===== src/rtl/sram_burst_bridge.sv =====
// Burst request/write/response bus to single-beat SRAM port bridge.
// Read beats return through a 2-entry buffer, so r_ready back-pressure stalls issue without losing data.
module sram_burst_bridge #(
  parameter int unsigned ADDR_WIDTH = 32,
  parameter int unsigned DATA_WIDTH = 32,
  parameter int unsigned LEN_WIDTH  = 4
) (
  input  logic                    clk,
  input  logic                    rst,
  input  logic                    req_valid,
  output logic                    req_ready,
  input  logic                    req_write,
  input  logic [ADDR_WIDTH-1:0]   req_addr,
  input  logic [1:0]              req_size,
  input  logic [LEN_WIDTH-1:0]    req_len,
  input  logic                    w_valid,
  output logic                    w_ready,
  input  logic [DATA_WIDTH-1:0]   w_data,
  input  logic [DATA_WIDTH/8-1:0] w_strb,
  input  logic                    w_last,
  output logic                    r_valid,
  input  logic                    r_ready,
  output logic [DATA_WIDTH-1:0]   r_data,
  output logic                    r_last,
  output logic                    b_valid,
  input  logic                    b_ready,
  output logic                    b_err,
  output logic                    sram_en,
  output logic [ADDR_WIDTH-1:0]   sram_addr,
  output logic [DATA_WIDTH/8-1:0] sram_wmask,
  output logic [1:0]              sram_size,
  output logic [DATA_WIDTH-1:0]   sram_wdata,
  input  logic [DATA_WIDTH-1:0]   sram_rdata
);

  typedef enum logic [1:0] {IDLE, READ, WRITE, WRESP} state_t;

  state_t                  state;
  logic [ADDR_WIDTH-1:0]   addr_q;
  logic [1:0]              size_q;
  logic [LEN_WIDTH-1:0]    len_q;
  logic [LEN_WIDTH:0]      beat_cnt;
  logic                    inflight;
  logic                    inflight_last;
  logic [DATA_WIDTH-1:0]   fifo_data [2];
  logic [1:0]              fifo_last;
  logic                    wr_ptr;
  logic                    rd_ptr;
  logic [1:0]              occ;
  logic                    err_acc;
  logic                    b_err_q;

  logic                    pop;
  logic [2:0]              load;
  logic                    rd_issue;
  logic                    w_beat;
  logic                    last_idx;
  logic [ADDR_WIDTH-1:0]   addr_step;

  assign req_ready = (state == IDLE);
  assign w_ready   = (state == WRITE);
  assign b_valid   = (state == WRESP);
  assign b_err     = b_err_q;

  assign r_valid   = (occ != 2'd0);
  assign r_data    = r_valid ? fifo_data[rd_ptr] : '0;
  assign r_last    = r_valid & fifo_last[rd_ptr];
  assign pop       = r_valid & r_ready;

  // Buffered plus in-flight beats, net of this cycle's pop, must leave room for one more.
  assign load      = {1'b0, occ} + {2'b00, inflight} - {2'b00, pop};
  assign last_idx  = (beat_cnt == {1'b0, len_q});
  assign rd_issue  = (state == READ) && (beat_cnt <= {1'b0, len_q}) && (load < 3'd2);
  assign w_beat    = (state == WRITE) && w_valid;
  assign addr_step = ADDR_WIDTH'(1) << size_q;

  always_comb begin
    sram_en    = 1'b0;
    sram_addr  = addr_q;
    sram_wmask = '0;
    sram_size  = size_q;
    sram_wdata = '0;
    if (rd_issue) begin
      sram_en = 1'b1;
    end
    if (w_beat) begin
      sram_en    = |w_strb;
      sram_wmask = w_strb;
      sram_wdata = w_data;
    end
  end

  always_ff @(posedge clk) begin
    if (rst) begin
      state         <= IDLE;
      addr_q        <= '0;
      size_q        <= '0;
      len_q         <= '0;
      beat_cnt      <= '0;
      inflight      <= 1'b0;
      inflight_last <= 1'b0;
      for (int unsigned i = 0; i < 2; i++) begin
        fifo_data[i] <= '0;
      end
      fifo_last     <= '0;
      wr_ptr        <= 1'b0;
      rd_ptr        <= 1'b0;
      occ           <= '0;
      err_acc       <= 1'b0;
      b_err_q       <= 1'b0;
    end else begin
      inflight      <= rd_issue;
      inflight_last <= rd_issue && last_idx;
      if (inflight) begin
        fifo_data[wr_ptr] <= sram_rdata;
        fifo_last[wr_ptr] <= inflight_last;
        wr_ptr            <= ~wr_ptr;
      end
      if (pop) begin
        rd_ptr <= ~rd_ptr;
      end
      occ <= occ + {1'b0, inflight} - {1'b0, pop};

      case (state)
        IDLE: begin
          if (req_valid) begin
            addr_q   <= req_addr;
            size_q   <= req_size;
            len_q    <= req_len;
            beat_cnt <= '0;
            err_acc  <= 1'b0;
            state    <= req_write ? WRITE : READ;
          end
        end
        READ: begin
          if (rd_issue) begin
            addr_q   <= addr_q + addr_step;
            beat_cnt <= beat_cnt + 1'b1;
          end
          if (pop && fifo_last[rd_ptr]) begin
            state <= IDLE;
          end
        end
        WRITE: begin
          if (w_valid) begin
            addr_q   <= addr_q + addr_step;
            beat_cnt <= beat_cnt + 1'b1;
            if (last_idx) begin
              b_err_q <= err_acc | ~w_last;
              state   <= WRESP;
            end else begin
              err_acc <= err_acc | w_last;
            end
          end
        end
        WRESP: begin
          if (b_ready) begin
            b_err_q <= 1'b0;
            state   <= IDLE;
          end
        end
        default: state <= IDLE;
      endcase
    end
  end

endmodule


===== config.mk =====
export PLATFORM = sky130hd
export DESIGN_NAME = sram_burst_bridge
export DESIGN_NICKNAME = d
export VERILOG_FILES = /design/src/rtl/sram_burst_bridge.sv
export SDC_FILE = /design/constraint.sdc
export NUM_CORES = 1
export LEC_CHECK = 0
export CORE_MARGIN = 2
export CORE_UTILIZATION = 35
export CTS_CLUSTER_DIAMETER = 40
export DETAILED_ROUTE_END_ITERATION = 7
export HOLD_SLACK_MARGIN = 0.02
export PLACE_DENSITY = 0.71
export SLEW_MARGIN = 10
export SYNTH_ARGS = -nofsm -noshare
export SYNTH_HDL_FRONTEND = slang
export SYNTH_SLANG_ARGS = --single-unit
export TNS_END_PERCENT = 1

===== constraint.sdc =====
create_clock -name clk -period 4.1 [get_ports clk]
set_input_delay 0.82 -clock clk [delete_from_list [all_inputs] [get_ports clk]]
set_output_delay 0.82 -clock clk [all_outputs]
set_load 0.05 [all_outputs]

==> flow_metrics.tcl <==
set metrics [dict create \
    status "completed" \
    crit_path_end_kind "output pin" \
    grt_pass1_vias 6058 \
    power_frac_clock_pct 20.0 \
    power_density_nw_per_um2 778.3 \
    fill_cells 1724 \
    drive_above_1_share_pct 12.09 \
    required_ns 3.28 \
    viasPerCell 5.362 \
    die-area_um2 20500 \
    setup_tns_ns 0 \
    slew_headroom_pct 28.55 \
    tightest_slew_ns 1.072 \
    cts-root-buf "clkbuf_16" \
    cts_num_sinks 120 \
    n_antenna_cell 0 \
    ir_drop_v 0.0003879 \
    reg2reg_depth 14 \
    dp_cells 1169 \
    top_layer "met4" \
    coreArea_um2 18830 \
    clk_latency_ns 0.42 \
    start_kind "input port" \
    grt_pass1_wl_mm 31.81 \
    final_core_util_pct 52.13 \
    die_w_um 143.2 \
    io_pins 223 \
    synthCells 724 \
    start_util_pct 36.01 \
    synth_seq_cells 120 \
    wl_met3_mm 1.316 \
    wl_per_cell_um 17.11 \
    nets 1061 \
    cts_buffer_depth 2 \
    min_period_over_period_pct 90.86 \
    gp_congestion 0.8486 \
    max_freq_mhz 268.4 \
    htreeDepth 4 \
    synth_ff_type "edfxtp_1" \
    wl_met2_mm 9.970 \
    setup_viol 0 \
    seq_area_frac_synth_pct 44.88 \
    grt_overflow_total 0 \
    vias 6450 \
    drc 0 \
    wirelength_mm 20.59 \
    synth_edf_count 64 \
    drt-pass1-iter-count 5 \
    pwr-share-seq_pct 24.1 \
    period_minus_slack_ns 3.725 \
    hold_buffers 0 \
    grt_max_degree 50 \
    clk_pin_slew_ns 0.06 \
    criticalPathCategory "input port to output pin" \
    instances_no_fill 1203 \
    p_sw_share_pct 47.80 \
    yosysTopAreaCellShare_pct 28.34 \
    hpwl_mm 13.95 \
    synth_cell_types 67 \
    netlist_area_um2 6780 \
    grt_usage_pct 19.67 \
    row_count 50 \
    whs_ns 0.4544 \
    holdCritPathClass "flip-flop to flip-flop" \
    drt_iter0_markers 453 \
    ys_warn_count 0 \
    cp.arrival_ns 2.91 \
    crit_path_max_fanout 3 \
    synthesis.nets 855 \
    antenna_found_initial 0 \
    cellInternalPower_uw 3988 \
    yosysTopAreaCell "edfxtp_1" \
    worstHoldPathCells 2 \
    area_delta_synth_final_pct 44.77 \
    power.switching_uw 3652 \
    cts_tree "yes" \
    p_comb_share_pct 56.0 \
    p_leak_uw 0.003756 \
    ys_top_cells_by_area "edfxtp_1 28%, dfxtp_1 17%, and2_1 6.5%, mux2i_1 5.2%, and3_1 4.2%" \
    cts_buffers 17 \
    die_h_um 143.2 \
    ant_nets 0 \
    wl_met1_mm 9.072 \
    max_cap_viol_count 0 \
    rsz0062_at_grt "false" \
    slew_violations 0 \
    avgSynthCellArea_um2 9.365 \
    hold_violations 0 \
    async_flop_share_pct 0 \
    skew_ns 0.007721 \
    port-buffer-count 222 \
]
[Yosys cell counts, types with 12 or more instances]
library cell	n
clkbuf_1	37
nor2_1	58
nand3_1	25
nand2_1	38
o21ai_0	19
dfxtp_1	56
ha_1	15
nand4_1	20
and3_1	45
a211oi_1	12
and2_1	70
mux2i_1	35
a21oi_1	33
inv_1	30
buf_2	13
edfxtp_1	64
[per-layer routing]
layer,track usage [%],up-vias
li1,-,3102
met5,0,-
met4,5.367,0
met1,26.71,3089
met3,4.427,20
met2,31.58,239
[area by class of cell]
type                       instances  area (µm²)  share of cell area, %
multi-input combinational        516        3423                  34.88
tap                              260       325.3                  3.314
clock inverter                    15       172.7                  1.759
clock buffer                      17       425.4                  4.334
timing repair buffer             245        2312                  23.56
sequential                       120        3044                  31.01
inverter                          30       112.6                  1.147
[placed cells by master, fill, tap and decap left out, drive strengths merged, types with 4 or more instances in the layout]
cell           count
a21oi             35
o31ai              7
a2bb2oi            5
o32ai             11
buf               61
and4               4
clkbuf            17
nor2b              9
o311ai             5
nand2b             4
inv               35
dfxtp             56
o21ai             22
and2              72
a211oi            12
nand4             20
a221oi             8
edfxtp            64
nor4               6
nand2             38
o211ai             4
nor3               8
ha                15
mux2i             35
clkdlybuf4s50    183
and3              48
clkinv             4
nor2              58
a31oi              7
nand3             25
o221ai             6
[power by group through the flow]
| stage | clock network [µW] | logic [µW] | registers, µW |
|---|---|---|---|
| after floorplan | 0 | 2450 | 2210 |
| after global placement | 0 | 4160 | 1850 |
| after detailed placement | 0 | 4190 | 1850 |
| after CTS | 1540 | 4210 | 1830 |
| after global routing | 1600 | 4540 | 1880 |
| final | 1530 | 4270 | 1840 |
[logic make-up (layout without fill, tap and decap cells)]
| kind of cell | Yosys count | count (layout) | share of synthesized area [%] |
|---|---|---|---|
| DFF | 120 | 120 | 44.88 |
| xor gates and xnor gates | 4 | 4 | 0.5168 |
| AOI/OAI and AO/OA | 154 | 154 | 16.29 |
| adders and majority gates | 17 | 17 | 3.359 |
| and+or+nand+nor | 306 | 306 | 24.60 |
| buffers and inverters | 88 | 307 | 5.185 |
| muxes | 35 | 35 | 5.167 |
[through the flow]
step | power, µW | worst slack (ns) | instance area (µm²)
finish | 7640 | 0.3746 | 9816
global route | 8020 | 0.2399 | 9816
CTS | 7584 | 0.01467 | 9778
detailed placement | 6043 | -0.03795 | 9176
global placement | 6008 | -0.01207 | 9176
floorplan | 4665 | 0.1892 | 6787
[registers in the layout (all words and copies together) (netlist names), 2 cells and up, named ones only]
register	count
beat_cnt	5
fifo_data	64
fifo_last	2
len_q	4
occ	2
sram_addr	32
sram_size	2
state	2
[critical path, stage by stage]
cell and delay, ns:
dlymetal6s2s_1 0.14, o21ai_2 0.07, inv_1 0.06, ha_1 0.26, inv_1 0.07, ha_2 0.18
fa_2 0.46, nand3b_1 0.22, a21oi_2 0.21, a21oi_2 0.05, a31oi_2 0.21, buf_12 0.17
[worst paths after layout]
check	slack [ns]	endpoint	start
setup / recovery	0.37	sram_en	r_ready
hold / removal	0.45	len_q[1]	len_q[1]
setup reg to reg	1.12	sram_addr[19]	occ[1]
hold reg to reg	0.45	len_q[1]	len_q[1]
[what timing repair did]
item                                    in CTS  in global routing
pin swaps                                    0                  3
endpoints found under the setup margin       1                  1
gates resized for setup                      1                  7
gates cloned                                 0                  0
setup buffers                                0                  2
No activity file was read; power rests on OpenSTA's default activity.
